===== config.mk =====
export PLATFORM = sky130hd
export DESIGN_NAME = alu_dispatcher
export DESIGN_NICKNAME = d
export VERILOG_FILES = /design/src/rtl/alu_dispatcher.sv
export SDC_FILE = /design/constraint.sdc
export NUM_CORES = 1
export LEC_CHECK = 0
export ABC_AREA = 0
export ABC_CLOCK_PERIOD_IN_PS = 1800
export CAP_MARGIN = 20
export CORE_ASPECT_RATIO = 0.7
export CORE_MARGIN = 2
export CORE_UTILIZATION = 39
export DETAILED_ROUTE_END_ITERATION = 6
export PLACE_DENSITY = 0.78
export SLEW_MARGIN = 20
export SYNTH_ARGS = -nofsm -noshare
export SYNTH_HDL_FRONTEND = slang
export SYNTH_SLANG_ARGS = --single-unit

===== constraint.sdc =====
create_clock -name clk -period 1.8 [get_ports clk]
set_input_delay 0.27 -clock clk [delete_from_list [all_inputs] [get_ports clk]]
set_output_delay 0.27 -clock clk [all_outputs]
set_load 0.01 [all_outputs]

===== src/rtl/alu_dispatcher.sv =====
// alu_dispatcher: reads one operand, starts the selected functional unit, waits
// (bounded by TIMEOUT) for that unit's done, then writes back its result.
module alu_dispatcher #(
    parameter int                 DATA_W    = 8,
    parameter int                 N_UNITS   = 8,
    parameter logic [N_UNITS-1:0] UNIT_MASK = 8'b1011_1111,
    parameter int                 TIMEOUT   = 16
) (
    input  logic                        clk,
    input  logic                        rst_n,
    input  logic                        start,
    input  logic [$clog2(N_UNITS)-1:0]  opcode,
    input  logic [DATA_W-1:0]           data_in,
    output logic                        rd,
    output logic                        wr,
    output logic                        busy,
    output logic [N_UNITS-1:0]          unit_start,
    output logic [DATA_W-1:0]           unit_data,
    input  logic [N_UNITS-1:0]          unit_done,
    input  logic [N_UNITS*DATA_W-1:0]   unit_result,
    output logic [DATA_W-1:0]           data_out,
    output logic                        done,
    output logic                        err,
    output logic [1:0]                  err_code,
    output logic [2:0]                  state_o
);

    localparam int OPC_W = $clog2(N_UNITS);
    localparam int N_SEL = 1 << OPC_W;
    // Opcodes beyond N_UNITS (non power-of-two unit counts) read as unmapped.
    localparam logic [N_SEL-1:0] MASK_EXT = N_SEL'(UNIT_MASK);

    typedef enum logic [2:0] {
        S_IDLE     = 3'd0,
        S_READ     = 3'd1,
        S_DISPATCH = 3'd2,
        S_WAIT     = 3'd3,
        S_WRITE    = 3'd4,
        S_ERR      = 3'd5
    } state_e;

    state_e              state_q, state_d;
    logic [OPC_W-1:0]    opc_q, opc_d;
    logic [DATA_W-1:0]   operand_q, operand_d;
    logic [DATA_W-1:0]   result_q, result_d;
    logic [7:0]          cnt_q, cnt_d;
    logic [1:0]          err_code_q, err_code_d;

    always_ff @(posedge clk) begin
        if (!rst_n) begin
            state_q    <= S_IDLE;
            opc_q      <= '0;
            operand_q  <= '0;
            result_q   <= '0;
            cnt_q      <= '0;
            err_code_q <= 2'b00;
        end else begin
            state_q    <= state_d;
            opc_q      <= opc_d;
            operand_q  <= operand_d;
            result_q   <= result_d;
            cnt_q      <= cnt_d;
            err_code_q <= err_code_d;
        end
    end

    // start is a one-shot request honoured only while busy is low; a request
    // made while busy is dropped, never queued.
    always_comb begin
        state_d    = state_q;
        opc_d      = opc_q;
        operand_d  = operand_q;
        result_d   = result_q;
        cnt_d      = cnt_q;
        err_code_d = err_code_q;
        case (state_q)
            S_IDLE: begin
                if (start) begin
                    opc_d = opcode;
                    if (MASK_EXT[opcode]) begin
                        state_d = S_READ;
                    end else begin
                        state_d    = S_ERR;
                        err_code_d = 2'b01;
                    end
                end
            end
            S_READ: begin
                operand_d = data_in;
                state_d   = S_DISPATCH;
            end
            S_DISPATCH: begin
                cnt_d   = '0;
                state_d = S_WAIT;
            end
            S_WAIT: begin
                cnt_d = cnt_q + 8'd1;
                // A done arriving on the last allowed cycle still wins over the timeout.
                if (unit_done[opc_q]) begin
                    result_d = unit_result[int'(opc_q)*DATA_W +: DATA_W];
                    state_d  = S_WRITE;
                end else if (cnt_q == 8'(TIMEOUT - 1)) begin
                    state_d    = S_ERR;
                    err_code_d = 2'b10;
                end
            end
            S_WRITE: state_d = S_IDLE;
            S_ERR:   state_d = S_IDLE;
            default: state_d = S_IDLE;
        endcase
    end

    assign rd         = (state_q == S_READ);
    assign wr         = (state_q == S_WRITE);
    assign done       = (state_q == S_WRITE);
    assign err        = (state_q == S_ERR);
    assign busy       = (state_q != S_IDLE);
    assign unit_start = (state_q == S_DISPATCH) ? (N_UNITS'(1) << opc_q) : '0;
    assign unit_data  = operand_q;
    assign data_out   = result_q;
    assign err_code   = err_code_q;
    assign state_o    = state_q;

endmodule


# Word-level counts from Yosys, hierarchy flattened
# Memories as Yosys holds them, arrays and structs flattened.
# Index checks and enable logic that the tools add are counted.
[totals] register_bits=32 rom_bits=8 out_inout_bits=34 memories=1
[classes] n_addsub=1 n_lt_le_gt_ge=2 n_eq_ne=11 shift=2 mux=15 reduce_logical=8
[mem_list] name="(no name shown)" depth=8 word_bits=1 read_ports=1 rd_clocked_by_memory_dff=0 write_ports=0 line_no="80" rtl="if (MASK_EXT[opcode]) begin"
[op_table] op="$shiftx A64 B7 Y8" n=1
[op_table] op="$pmux W8 S2" n=1
[op_table] op="$mux W3" n=4
[op_table] op="$pmux W3 S4" n=1
[op_table] op="$add A8 B1 Y8 const B" n=1
[op_table] op="$eq A8 B4 Y1 const B" n=1
[op_table] op="$lt A3 B4 Y1 const B" n=2
[op_table] op="$mux W2" n=4
[op_table] op="$mux W8" n=1
[op_table] op="$ne A2 B2 Y1 const B" n=4
[op_table] op="$shl A1 B3 Y8 const A" n=1
[op_table] op="$eq A3 B2 Y1 const B" n=2
[op_table] op="$eq A3 B3 Y1 const B" n=2
[op_table] op="$reduce_and A2 Y1" n=3
[op_table] op="$reduce_and A5 Y1" n=1
[op_table] op="$pmux W2 S2" n=1
[op_table] op="$reduce_bool A2 Y1" n=2
[op_table] op="$bmux W1 S3" n=1
[op_table] op="$eq A3 B1 Y1 const B" n=1
[op_table] op="$logic_not A3 Y1" n=1
[op_table] op="$ne A3 B3 Y1 const B" n=1
[op_table] op="$reduce_bool A3 Y1" n=1
[op_table] op="$mux W1" n=2

# Longest topological paths before layout
# Gate-level depths: netlist of the first run.
[depth] word_depth=5 ltp_mapped=6

# Worst setup path after synthesis of the first run
# Ideal clock, no wire load.
[synth_path] path_kind="register to output" start="register state_q[1] (netlist: state_o[1])" end="output port unit_start[4]" arrival_time_ns=1.367 required_time_ns=1.530 path_slack_ns=0.163 stages_incl_launch_ff=7 n_path_buf=2 cell_sequence="dfxtp_1 -> buf_2 -> nand2b_1 -> clkbuf_1 -> nor2_1 -> nand2_1 -> nor3_1"
[synth_via] elab_chain_len=2
[synth_rtl] element="from (decl)" line_no="42" rtl="state_e state_q, state_d;"
[synth_rtl] element="from (signal assigned)" line_no="58" rtl="state_q <= state_d;"
[synth_rtl] element="$eq A3 B2 Y1" line_no="118" rtl="assign unit_start = (state_q == S_DISPATCH) ? (N_UNITS'(1) << opc_q) : '0;"
[synth_rtl] element="$mux W8" line_no="118"
[synth_rtl] element="to (decl)" line_no="17" rtl="output logic [N_UNITS-1:0] unit_start,"
# Every way passes these cells.

# Worst setup path after layout of the first run
[layout_path] start="register state_q[1] (netlist: state_o[1])" end="output port state_o[1]"
[layout_rtl] element="to (decl)" line_no="25" rtl="output logic [2:0] state_o"
# No word-level cell between the ends.

==> results of run 1 <==
==> kinds of logic after synthesis <==
kind of cell / after synthesis / share of synthesized area [%]
and+or+nand+nor: 98 / 25.7
buffers and inverters: 21 / 4.62
adders and majority gates: 1 / 0.585
muxes: 50 / 23.6
AOI/OAI and AO/OA: 45 / 15.5
DFF: 32 / 30.0
==> what timing repair did <==
action,4_1_cts,5_1_grt
resized for setup,23,15
setup endpoints to repair,16,21
hold buffers,0,0
==> critical path: cells and delay by family (launching register included) <==
| family | cells | cell delay, ns |
|---|---|---|
| flip-flops | 1 | 0.38 |
| buffers and inverters | 2 | 0.76 |
==> metal layers <==
metal | vias to the layer above | track usage, % | routed length (µm)
li1 | 1155 | - | -
met1 | 1067 | 30.7 | 3400
met2 | 95 | 36.0 | 3230
met3 | 10 | 7.98 | 574
met4 | 0 | 4.66 | 92
met5 | - | 0 | 0
==> state kept, by name (all words and copies together) (netlist names) <==
| signal | count |
|---|---|
| data_out | 8 |
| unit_data | 8 |
| opc_q | 3 |
| cnt_q | 8 |
| state_o | 3 |
| err_code | 2 |
==> Yosys cell counts (all sizes together) (4+ instances only) <==
master / n
nand3b: 6
nand3: 7
nand2: 24
mux2i: 46
o21ai: 11
a22oi: 6
nand2b: 6
nor2b: 15
a2bb2oi: 6
nand4: 4
nor3: 5
buf: 10
mux2: 4
a21boi: 4
clkbuf: 10
o2111ai: 6
dfxtp: 32
and2: 8
nor2: 12
==> stage by stage <==
| step | cells | setup TNS (ns) | utilization, % |
|---|---|---|---|
| 2_1_floorplan | 247 | 0 | - |
| 3_3_place_gp | 439 | 0 | 66.8 |
| 3_5_place_dp | 439 | -0.0646 | 66.8 |
| 4_1_cts | 447 | 0 | 69.2 |
| 5_1_grt | 447 | 0 | 69.1 |
| 6_report | 447 | 0 | 69.1 |
==> cell usage in the layout (no fill, tap or decap), types with 2 or more instances in the layout <==
master	count
nor2_1	10
a21boi_0	4
nand2b_1	5
mux2_2	4
nor2b_1	14
o32a_1	2
a21oi_1	2
mux2i_1	46
clkbuf_2	5
nand3_1	7
and2_1	8
nand2_1	23
and3b_1	2
dlygate4sd2_1	4
clkdlybuf4s15_1	3
nand4_1	4
dfxtp_1	31
nand3b_1	6
o2111ai_1	6
clkdlybuf4s50_1	105
buf_4	18
nor2_2	2
nor3_1	4
buf_12	2
o21ai_0	11
a2bb2oi_1	6
a22oi_1	6
clkbuf_8	7
==> cell type report <==
| cell class | count | area [µm²] |
|---|---|---|
| Clock inverter | 1 | 30.0 |
| Fill cell | 428 | 1620 |
| Timing Repair Buffer | 140 | 1350 |
| Tap cell | 72 | 90.1 |
| Multi-Input combinational cell | 194 | 1430 |
| Clock buffer | 7 | 96.3 |
| Inverter | 1 | 3.75 |
| Sequential cell | 32 | 642 |
==> power by group through the flow <==
stage	clock (W)	sequential, W	combinational, W
2_1_floorplan	0	0.000795	0.000363
3_3_place_gp	0	0.000783	0.000777
3_5_place_dp	0	0.000783	0.000787
4_1_cts	0.000773	0.000770	0.000789
5_1_grt	0.000807	0.000777	0.000847
6_report	0.000760	0.000773	0.000787
==> worst min-delay path by stage <==
stage             endpoint  slack [ns]  cells after the start
4_1_cts        data_out[7]        0.46                      2
5_1_grt        data_out[0]        0.49                      2
6_report       data_out[7]        0.46                      2
2_1_floorplan  err_code[1]        0.42                      2
3_3_place_gp   data_out[6]        0.44                      2
3_5_place_dp   data_out[7]        0.45                      2
==> impl_results.md, run 1 <==
- Die width: 92.5 µm
- Final hold vios: 0
- Hold WS: 0.464 ns
- R2r setup slk: 0.14 ns
- Clock skew: 0.00629 ns
- Count of cell types in the netlist: 43
- Root Driver: clkbuf_8
- Worst EP arrival: 1.42 ns
- Diode count: 0
- Crit Reg-Reg Startpoint: opc_q[1]
- Design Area, Final: 3630 µm²
- Net Count, Synth: between 300 and 400
- Worst Tran Pin Value: 0.535 ns
- Largest net degree at the start of global routing: 43
- Final setup fails: 0
- Unrepaired setup endpoints after global routing: false
- Hold_sp: data_out[7]
- Crit. End Element: output pin
- Placed Area: 3510 µm²
- DRC viols: 0
- Max-slew headroom: 64.2%
- Main flop type after synthesis: dfxtp_1
- Number of flops mapped to enable cells by yosys: 0
- CTS Sinks: 32
- Reg2Reg Depth: 6
- CP Class: reg2out
- First-pass GRT wire length: 10.9 mm
- Crit-path cells: buf_4 -> clkdlybuf4s50_1
- Routed Antenna Nets: 0
- Routability cong.: 0.807
- Ports: 120
- Post-Synthesis Cell Area: 2140 µm²
- Gr usage total: 23.0%
- Worst-path clk slew: 0.07 ns
- VDD IR max: 575 µV
- Asr flop ratio synth: 0%
- Max-slew violations: 0
- Hold Crit Class: reg2reg
- Clock share of power: approximately 33%
- Seq pwr share: 33.3%
- Yosys top cell area share: 30.0%
- Critical Path Source Type: register
- Grt ovf: 0
- CP endpoint: state_o[1]
- MaxCap Viol Count: 0
- CP startpoint: state_o[1]
- Outcome: completed
- Nets: approximately 460
- DR vias: 2327
- Period Utilization, post-route: 94.1%
- Antenna violations before repair: 0
- Yosys warnings: 0
- Num rows: 22
- Hpwl dp: 5.65 mm
- Largest stage delay on the critical path: 0.55 ns
- 1st-iter DRT viols: 132
- Pwr dens: 639 nW/µm²
- Post-CTS Setup Inserts: 0
- CP max-delay cell: clkdlybuf4s50_1
- Leakage: between 1 and 1.5 nW
- Vias in the first global route: 2161
- Flops & latches, synth: 32
- Crit Reg-Reg Endpoint: data_out[2]
- Worst Slack Setup Final: 0.106 ns
- Post-Syn Instances: 247
- Overall Power: approximately 0.0023 W
- Drt pass-1 iters: 4
- Crit path time final: 1.69 ns
- CTS Buf Count: 5
- Port Buf Inserts: ~120
- CTS tree: done
- Core area: 5260 µm²
- CP required: 1.53 ns
- DIE HEIGHT: 66.0 µm
- Wirelength, routed: 7.30 mm
- DIE AREA: slightly above 6000 µm²
- Switching Fraction: 27.5%
- WL per Instance: 16.3 µm
- Share of post-route cells with drive strength above 1: 13.3%
- Worst-Skew Late Latency: 0.29 ns
- Top cells by area, synth: dfxtp_1 30%, mux2i_1 22%, nor2b_1 4.4%
- Register area share after synthesis: 30.0%
- CTS HTree Levels: 2
- Initial Util: 40.7%
- DR vias/cell: between 5 and 6
- Syn Area/Cell: 8.66 µm²
- Combinational power share: 33.9%
- Power Internal: 0.00168 W
- Crit-path max FO: 11
- Max Fclk: 590 MHz
- Area grow syn2layout: 69.9%
- NetSw: ~0.00064 W
- Worst-case clock buffer depth: 2
- Top cell type by total area after synthesis: dfxtp_1
- Worst slack, placed: -0.0342 ns
No activity file was read; power rests on OpenSTA's default activity.
==> inputs of run 2 (changes only) <==
Settings changed: ABC_AREA 0 to unset.
==> results of run 2 <==
Same layout as run 1: the final DEF is identical, and so are final timing and power.
==> variant: new RTL, settings of run 1 <==
Add an input register stage for `start`, `opcode`, `data_in`, `unit_done` and `unit_result`, cleared by the reset; this delays them by one clock.
--- a/src/rtl/alu_dispatcher.sv
+++ b/src/rtl/alu_dispatcher.sv
@@ -40,4 +40,26 @@
     } state_e;
 
+    logic start_q;
+    logic [$clog2(N_UNITS)-1:0] opcode_q;
+    logic [DATA_W-1:0] data_q;
+    logic [N_UNITS-1:0] unit_done_q;
+    logic [N_UNITS*DATA_W-1:0] unit_result_q;
+
+    always_ff @(posedge clk) begin
+        if (!rst_n) begin
+            start_q       <= '0;
+            opcode_q      <= '0;
+            data_q        <= '0;
+            unit_done_q   <= '0;
+            unit_result_q <= '0;
+        end else begin
+            start_q       <= start;
+            opcode_q      <= opcode;
+            data_q        <= data_in;
+            unit_done_q   <= unit_done;
+            unit_result_q <= unit_result;
+        end
+    end
+
     state_e              state_q, state_d;
     logic [OPC_W-1:0]    opc_q, opc_d;
@@ -76,7 +98,7 @@
         case (state_q)
             S_IDLE: begin
-                if (start) begin
-                    opc_d = opcode;
-                    if (MASK_EXT[opcode]) begin
+                if (start_q) begin
+                    opc_d = opcode_q;
+                    if (MASK_EXT[opcode_q]) begin
                         state_d = S_READ;
                     end else begin
@@ -87,5 +109,5 @@
             end
             S_READ: begin
-                operand_d = data_in;
+                operand_d = data_q;
                 state_d   = S_DISPATCH;
             end
@@ -97,6 +119,6 @@
                 cnt_d = cnt_q + 8'd1;
                 // A done arriving on the last allowed cycle still wins over the timeout.
-                if (unit_done[opc_q]) begin
-                    result_d = unit_result[int'(opc_q)*DATA_W +: DATA_W];
+                if (unit_done_q[opc_q]) begin
+                    result_d = unit_result_q[int'(opc_q)*DATA_W +: DATA_W];
                     state_d  = S_WRITE;
                 end else if (cnt_q == 8'(TIMEOUT - 1)) begin
Function: changed (a bounded check fails within 4 cycles, from zero or initial values and one cycle with rst_n low).
==> variant against run 1 <==
Non-clock buffer count up 3. Sequential cell count is 85 higher. Design area up 77%. First-iteration DRC count is 6.1% lower. Wire length rose by 40%. Worst setup slack worse by 98 ps. Total power rose to 2.9 times the old value. Area after synthesis is 100% higher. Critical path type unchanged. Largest power group is now the clock network.
==> variant: results (changes against run 1) <==
Parameter                              Value

Timing
  Setup clock skew after layout ... 6.64 ps (+0.357 ps)
  Tcrit/Tclk final ... 99.6% (+5.5 points)
  Tightest hold margin ... 387 ps (-77.3 ps)
  Tightest slew margin relative to the limit ... 63.4% (-0.74 points)

Route
  Total via count after detailed routing ... 3231 (+39%)
  Vias per std cell ... 4.63 (-11%)
  Total Routed Length ... 10200 µm (+40%)
  Met3 WL post-DR ... 675 µm (+18%)

Critical path
  Terminus of the critical flop-to-flop path ... data_out[3]
  Worst setup path start ... state_o[2]
  Arrival time of the worst setup path ... 1520 ps (+100 ps)
  Largest delay contributor family on the critical path ... simple AND/OR/NAND/NOR gates
  Critical Path Max Stage Delay ... 380 ps (-170 ps)
  Crit path max-delay cell type ... sky130_fd_sc_hd__or3_4
  Worst reg2reg path depth ... 5 (-1)
  Setup slack on the worst flop-to-flop path ... 110 ps (-30 ps)

CTS
  H-tree level count ... 4 (+2)
  Number of buffers created by CTS ... 17 (+12)
  Clock network latency to the later pin of the worst-skew pair ... 400 ps (+110 ps)
  Root buffer cell ... sky130_fd_sc_hd__clkbuf_16
  Post-CTS setup buffers ... 4 (+4)
  Number of clock sinks ... 117 (+270%)
  CTS-repair resized insts ... 47 (+100%)
  Clock input transition at the sequential cells of the worst setup and hold paths ... 50 ps (-20 ps)

Placement
  RePlAce Congestion ... 0.832 (+3.2%)
  DP Worst Slack ... -65.8 ps (-31.6 ps)
  DP Wirelength ... 7440 µm (+32%)
  Placed Instance Area ... 5770 µm² (+64%)
  Placed Cells incl. Taps ... 662 (+51%)

Global routing
  Wire length of the first global-routing pass ... 16100 µm (+48%)
  Met2 usage ... 26.3% (-9.7 points)
  Maximum number of pins on one net before global-route repair ... 38 (-12%)
  Via count of the first global-routing pass ... 3257 (+51%)

Yosys
  Mux share of post-synthesis cell area ... 13.5% (-10 points)
  Proportion of synthesized chip area in sequential cells ... 54.0% (+24 points)
  Count of cell types in the netlist ... 42 (-2.3%)
  Total nets after synthesis ... 487 (+46%)
  Cell area after synthesis ... 4340 µm² (+100%)
  Synthesized-area fraction occupied by ao, oa, aoi and oai cells ... 6.90% (-8.6 points)
  Adder-cell area share of the yosys netlist ... 0.289% (-0.30 points)

Hold path
  Worst-case hold path end point ... cnt_q[6]
  Hold path startpoint ... rst_n

Final layout
  Logic inverters ... 3 (+2)
  Number of combinational gates with multiple inputs ... 251 (+29%)
  Ratio of cells with drive above 1 in the final layout ... 17.1% (+3.7 points)
  Total of fill cells in the finished design ... 880 (+110%)
  Final clock-cell share ... 9.19% (+5.7 points)
  Non-clock buffer instance count of the final layout ... 143 (+2.1%)

Power and ir drop
  Worst vdd ir ... 0.710 mV (+23%)
  Pleak ... 0.00249 µW (+82%)

Status
  Outcome ... finished clean
[variant: cell count changes in the layout (fill, tap and decap cells not counted), sizes merged, moves of 5 or more]
cell	delta
a2bb2oi	-6
and2	+82
buf	+9
clkbuf	+11
dfxtp	+85
mux2i	-6
mux4	+8
nand2	-7
nand3	-5
o2111ai	-6
o211ai	+9
[variant: power by group]
| part | switching, µW | internal (µW) | total [µW] |
|---|---|---|---|
| combinational | 251 | 406 | 656 |
| clock | 1090 | 2230 | 3320 |
| sequential | 43.8 | 2720 | 2760 |
[variant: kinds of logic (layout without fill, tap and decap cells)]
| group | after synthesis | count (layout) |
|---|---|---|
| DFF | 117 | 117 |
| muxes | 48 | 48 |
| and+or+nand+nor | 160 | 160 |
| AOI/OAI and AO/OA | 42 | 42 |
| adders and majority gates | 1 | 1 |
| buffers and inverters | 32 | 177 |
